$ cat src/rtl/img_pkg.sv
// img_pkg: shared frame geometry, word type and read-state encoding for the dmem image reader
package img_pkg;
  localparam int IMG_W = 28;
  localparam int IMG_H = 28;
  localparam int NUM_PIX = IMG_W * IMG_H;
  localparam int PIX_PER_WORD = 16;
  localparam int WORDS_PER_IMG = (NUM_PIX + PIX_PER_WORD - 1) / PIX_PER_WORD;
  localparam int DMEM_AW = 7;
  typedef enum logic [1:0] {IDLE, RUN, DONE} rd_state_t;
  typedef logic [255:0] pix_word_t;
endpackage

$ cat src/rtl/dmem_word_prefetch.sv
// dmem_word_prefetch: issues word reads, tracks the read delay line and holds a one-deep prefetch word
module dmem_word_prefetch
  import img_pkg::*;
#(
  parameter logic [DMEM_AW-1:0] BASE_ADDR = 7'd1,
  parameter int RD_LAT = 1
) (
  input  logic               clk,
  input  logic               rst_n,
  input  logic               req,
  input  logic               pop,
  input  logic               flush,
  input  pix_word_t          dmem_q,
  output logic               rden,
  output logic [DMEM_AW-1:0] addr,
  output logic               full,
  output pix_word_t          word
);
  localparam int FW = $clog2(RD_LAT + 1);
  logic [5:0] wcnt_q, wcnt_d;
  logic [RD_LAT-1:0] pipe_q, pipe_d;
  logic [FW-1:0] fcnt_q, fcnt_d;
  pix_word_t pf_q, pf_d;
  logic pf_full_q, pf_full_d;
  logic arrive;
  always_comb begin
    arrive = pipe_q[RD_LAT-1] & !flush & (fcnt_q == '0);
    rden = req & !flush & (wcnt_q < 6'(WORDS_PER_IMG)) & (pipe_q == '0) & !pf_full_q;
    addr = rden ? BASE_ADDR + DMEM_AW'(wcnt_q) : '0;
    full = pf_full_q | arrive;
    word = pf_full_q ? pf_q : dmem_q;
    wcnt_d = flush ? '0 : wcnt_q + 6'(rden);
    pipe_d = (pipe_q << 1) | RD_LAT'(rden);
    fcnt_d = flush ? FW'(RD_LAT) : (fcnt_q != '0 ? fcnt_q - 1'b1 : '0);
    pf_full_d = !flush & (pf_full_q ? !pop : arrive & !pop);
    pf_d = (arrive & !pf_full_q) ? dmem_q : pf_q;
  end
  always_ff @(posedge clk or negedge rst_n) begin
    if (!rst_n) begin
      wcnt_q <= '0;
      pipe_q <= '0;
      fcnt_q <= '0;
      pf_q <= '0;
      pf_full_q <= 1'b0;
    end else begin
      wcnt_q <= wcnt_d;
      pipe_q <= pipe_d;
      fcnt_q <= fcnt_d;
      pf_q <= pf_d;
      pf_full_q <= pf_full_d;
    end
  end
endmodule

$ cat src/rtl/dmem_img_reader.sv
// dmem_img_reader: fetches one packed 28x28 frame from dmem and streams its pixels with row/col/last tags
module dmem_img_reader
  import img_pkg::*;
#(
  parameter logic [DMEM_AW-1:0] BASE_ADDR = 7'd1,
  parameter int RD_LAT = 1
) (
  input  logic               pxlclk,
  input  logic               rst_n,
  input  logic               iStart,
  input  logic               iAbort,
  output logic               oDmem_rden,
  output logic [DMEM_AW-1:0] oDmem_addr,
  input  logic [255:0]       iDmem_q,
  output logic               oPxl_valid,
  input  logic               iPxl_ready,
  output logic [15:0]        oPxl_data,
  output logic [4:0]         oPxl_row,
  output logic [4:0]         oPxl_col,
  output logic               oPxl_last,
  output logic               oBusy,
  output logic               oDone
);
  rd_state_t state_q, state_d;
  logic start_q, valid_q, valid_d;
  logic [3:0] idx_q, idx_d;
  logic [9:0] cnt_q, cnt_d;
  logic [4:0] row_q, row_d, col_q, col_d;
  pix_word_t cur_q, cur_d, pf_word;
  logic launch, run, hs, last_hs, pop, full, col_end;
  dmem_word_prefetch #(.BASE_ADDR(BASE_ADDR), .RD_LAT(RD_LAT)) u_pf (
    .clk(pxlclk),
    .rst_n(rst_n),
    .req(run & !iAbort),
    .pop(pop),
    .flush(!run | iAbort),
    .dmem_q(iDmem_q),
    .rden(oDmem_rden),
    .addr(oDmem_addr),
    .full(full),
    .word(pf_word)
  );
  always_comb begin
    launch = (state_q == IDLE) & iStart & !start_q;
    run = state_q == RUN;
    hs = valid_q & iPxl_ready;
    last_hs = hs & (cnt_q == 10'(NUM_PIX - 1));
    col_end = col_q == 5'(IMG_W - 1);
    pop = run & !iAbort & full & !last_hs & (!valid_q | (hs & (idx_q == 4'(PIX_PER_WORD - 1))));
    state_d = iAbort ? IDLE : launch ? RUN : (run & last_hs) ? DONE : (state_q == DONE) ? IDLE : state_q;
    valid_d = run & !iAbort & (pop | (valid_q & !(hs & ((idx_q == 4'(PIX_PER_WORD - 1)) | last_hs))));
    cur_d = pop ? pf_word : cur_q;
    idx_d = launch ? '0 : idx_q + 4'(hs);
    cnt_d = launch ? '0 : cnt_q + 10'(hs);
    col_d = launch ? '0 : hs ? (col_end ? '0 : col_q + 5'd1) : col_q;
    row_d = launch ? '0 : (hs & col_end) ? row_q + 5'd1 : row_q;
    oPxl_valid = valid_q;
    oPxl_data = valid_q ? cur_q[{idx_q, 4'd0} +: 16] : '0;
    oPxl_row = valid_q ? row_q : '0;
    oPxl_col = valid_q ? col_q : '0;
    oPxl_last = valid_q & (cnt_q == 10'(NUM_PIX - 1));
    oBusy = run;
    oDone = state_q == DONE;
  end
  always_ff @(posedge pxlclk or negedge rst_n) begin
    if (!rst_n) begin
      state_q <= IDLE;
      start_q <= 1'b0;
      valid_q <= 1'b0;
      idx_q <= '0;
      cnt_q <= '0;
      row_q <= '0;
      col_q <= '0;
      cur_q <= '0;
    end else begin
      state_q <= state_d;
      start_q <= iStart;
      valid_q <= valid_d;
      idx_q <= idx_d;
      cnt_q <= cnt_d;
      row_q <= row_d;
      col_q <= col_d;
      cur_q <= cur_d;
    end
  end
endmodule

$ cat config.mk
export PLATFORM = sky130hd
export DESIGN_NAME = dmem_img_reader
export DESIGN_NICKNAME = d
export VERILOG_FILES = /design/src/rtl/img_pkg.sv /design/src/rtl/dmem_word_prefetch.sv /design/src/rtl/dmem_img_reader.sv
export SDC_FILE = /design/constraint.sdc
export NUM_CORES = 1
export LEC_CHECK = 0
export ABC_AREA = 1
export CAP_MARGIN = 5
export CORE_AREA = 2 2 327 297
export DETAILED_ROUTE_END_ITERATION = 6
export DIE_AREA = 0 0 329 299
export PLACE_DENSITY_LB_ADDON = 0.3
export RECOVER_POWER = 25
export SLEW_MARGIN = 30
export SYNTH_ARGS = -nofsm -noshare
export SYNTH_HDL_FRONTEND = slang
export SYNTH_HIERARCHICAL = 1
export SYNTH_SLANG_ARGS = --single-unit
$ cat constraint.sdc
create_clock -name pxlclk -period 4.3 [get_ports pxlclk]
set_clock_uncertainty 0.2 [all_clocks]
set_input_delay 1.075 -clock pxlclk [delete_from_list [all_inputs] [get_ports pxlclk]]
set_output_delay 1.075 -clock pxlclk [all_outputs]
set_load 0.03 [all_outputs]
==> impl_metrics.py <==
metrics = {
    "cts": {
        "clockBufferDepth": 3,
        "h-tree-depth": 3,
        "cts_sinks": 549,
        "cts_made_buffers": 66,
        "clock-root-buffer": "clkbuf_16",
        "clkLatencyLatePin_ns": 0.62,
        "cts.clk_slew.worst_paths_ns": 0.06,
        "cts_tree": "built",
    },
    "logic_synthesis": {
        "synthDistinctLibCells": 31,
        "ys_seq_area_frac": 0.486,
        "synth_commonest_cells": "nand2_1 (1,723), dfrtp_1 (549), inv_1 (432)",
        "yosys.area.top_type": "dfrtp_1",
        "synth_area_per_cell_sq_um": 7.54,
        "syn-num-nets": 4026,
        "synthCells": 3753,
        "netlist.area_leader.share": 0.486,
        "synth-seq-cells": 549,
        "async_flop_share": 1.00,
        "synth_edf_count": 0,
        "synth_area_leaders": "dfrtp_1 (49%), nand2_1 (23%), inv_1 (5.7%), o21ai_0 (4.7%), o21ai_2 (4.5%)",
        "yosysMostFrequentCell": "nand2_1",
        "yosys_most_used_dff": "dfrtp_1",
        "yosysWarnings": 6,
        "syn-cell-area_sq_mm": 0.0283,
    },
    "setup_path": {
        "r2r_end": "cur_q[227]",
        "cp-end-kind": "primary output",
        "critPathRequiredTime_ns": 3.02,
        "ff2ff_path_depth": 5,
        "critPathMaxFanout": 29,
        "worstPathArrival_ns": 2.89,
        "startpoint_type": "flip-flop",
        "worstSetupPathType": "flip-flop to primary output",
        "timing.rr.start": "u_pf/pf_full_q",
        "regToRegSetupSlack_ns": 1.34,
    },
    "routing": {
        "remaining_drc_errors": 0,
        "vias": 23658,
        "viasPerCell": 4.49,
        "post_drt_wl_per_cell_um": 16.4,
        "first_pass_iters": 5,
        "antenna_left": 0,
        "drt_wl_total_um": 86200,
        "drt_iter0_markers": 1984,
    },
    "cells_and_area": {
        "drive_above_1_share": 0.0873,
        "multi_input_area_sq_mm": 0.0113,
        "regArea_sq_mm": 0.0137,
        "synthToLayoutAreaGrowth_pct": 21.5,
        "stdcell_count": 5268,
        "nFillCells": 10034,
        "nets": 4225,
    },
    "min_path": {
        "worst_hold_path_type": "flip-flop to flip-flop",
        "holdPathEnd": "cur_q[80]",
        "hp-start": "cur_q[80]",
        "hold_depth": 2,
    },
    "sta": {
        "slew_violations": 75,
        "maxSlewHeadroom": -0.509,
        "max_freq_mhz": 240,
        "hold_viol": 0,
        "rsz0062_at_grt": "no",
        "max_slew.worst_pin.slew_ns": 2.26,
        "min_period_ns": 4.16,
        "min_period_over_period": 0.968,
        "holdWs_ns": 0.276,
        "setup_violations": 0,
        "setup_tns_ns": 0,
    },
    "grt": {
        "grt_max_degree": 222,
        "grt_pass1_wl_um": 135000,
        "grt.total_usage": 0.176,
        "grt_pass1_vias": 22610,
        "antenna_found_initial": 4,
        "grt-ovfl-total": 0,
    },
    "place": {
        "dp_hpwl_um": 59800,
        "gp_congestion": 0.843,
        "io_buffers": 297,
        "dp_cells": 5148,
    },
    "pwr": {
        "power_leakage_uw": 0.0172,
        "switching_share": 0.242,
        "p_clk_frac": 0.477,
        "internal_power_uw": 9060,
        "p_seq_frac": 0.452,
        "power_density_mw_per_mm2": 348,
        "peakVddDrop_mv": 0.230,
        "power_switching_uw": 2900,
        "power_frac_comb": 0.072,
    },
    "floorplanning": {
        "io_pins": 299,
        "core_region_area_sq_mm": 0.0953,
        "rows": 108,
        "die_h_um": 299,
        "initial_utilization": 0.297,
        "die_w_um": 329,
        "die_area_sq_mm": 0.0984,
    },
    "outcome": {
        "status": "complete, but fails checks",
        "violations": "capacitance limit, slew limit",
    },
    "run": {
        "drv_cap": 1,
    },
}
[repair_timing]
item                                    CTS  global route
buffers inserted                          0             0
endpoints found under the setup margin    2             7
hold buffers                              0             0
gates resized for setup                   2             8
[cell usage in the layout (no fill, tap or decap), types with 44 or more instances in the layout]
master,count
clkbuf_16,68
nand2_1,1723
nand3_1,180
o21ai_1,111
o21ai_0,267
inv_1,431
buf_12,45
o21ai_2,146
dfrtp_1,546
clkdlybuf4s50_1,272
nor2_1,44
[layout make-up]
cell class / count / area share
diodes: 3 / 0.000218
clock buffers: 93 / 0.0560
clock inverters: 23 / 0.00768
inverters: 438 / 0.0481
multi-input cells: 2539 / 0.327
flip-flops and latches: 549 / 0.400
well taps: 1265 / 0.0460
repair buffers: 358 / 0.115
[per-layer routing]
layer  routed length [um]  vias up  global-route usage  part of all wire
met3                 4630      103              0.0303             0.054
met4                 2060        2              0.0474             0.024
met2                37900      547               0.265              0.44
li1                     -    11935                   -                 -
met5                   13        -                   0           0.00015
met1                41600    11071               0.260              0.48
[power groups by stage]
stage	Combinational [uW]	Clock [uW]	Sequential (uW)
after CTS	887	5860	5400
after global placement	878	0	5490
after floorplan	348	0	5460
after global routing	976	6080	5410
after detailed placement	882	0	5490
final	859	5700	5400
[sequential cells by signal (all words and copies together) (netlist names)]
signal	flops
cnt_q	10
col_q	5
cur_q	256
idx_q	4
oPxl_valid	1
row_q	5
start_q	1
state_q	2
u_pf/fcnt_q	1
u_pf/pf_full_q	1
u_pf/pf_q	256
u_pf/pipe_q	1
u_pf/wcnt_q	6
[worst max-delay path: stages, from the launching register on]
cell and delay (ns):
dfrtp_4 0.52, inv_4 0.25, buf_12 0.22, nand2_1 0.07, nand2_1 0.12, nand2_1 0.07
nand3_1 0.22, nand3_1 0.11, a21oi_1 0.47, buf_12 0.19
[kinds of logic (layout without fill, tap and decap cells)]
group,count (synthesis),after routing,synth area share
flops,549,549,0.486
simple gates,1970,1970,0.272
buf+inv,665,912,0.118
compound gates,549,549,0.116
other cells,1,4,0.000133
xor+xnor,7,7,0.00217
fa+ha+maj,12,12,0.00531
[how the worst max path moves through the flow]
stage | from | to | slack (ns) | cells past startpoint
after floorplan | iAbort | oDmem_addr[0] | 0.68 | 8
after global placement | iAbort | oDmem_addr[5] | 0.04 | 9
after detailed placement | iAbort | oDmem_addr[5] | 0.07 | 9
after CTS | idx_q[0] | oPxl_data[8] | 0.001 | 9
after global routing | idx_q[0] | oPxl_data[6] | 0.008 | 9
final | idx_q[0] | oPxl_data[1] | 0.14 | 9
[through the flow]
step                total power [uW]  worst slack, ns   util  cell area [sq um]
finish                         12000            0.138  0.361              34400
global route                   12500          0.00772  0.361              34400
CTS                            12100          0.00119  0.361              34400
detailed placement              6370           0.0679  0.338              32200
global placement                6370           0.0397  0.338              32200
floorplan                       5810            0.681      -              28300
Power figures use the tool's default switching activity.
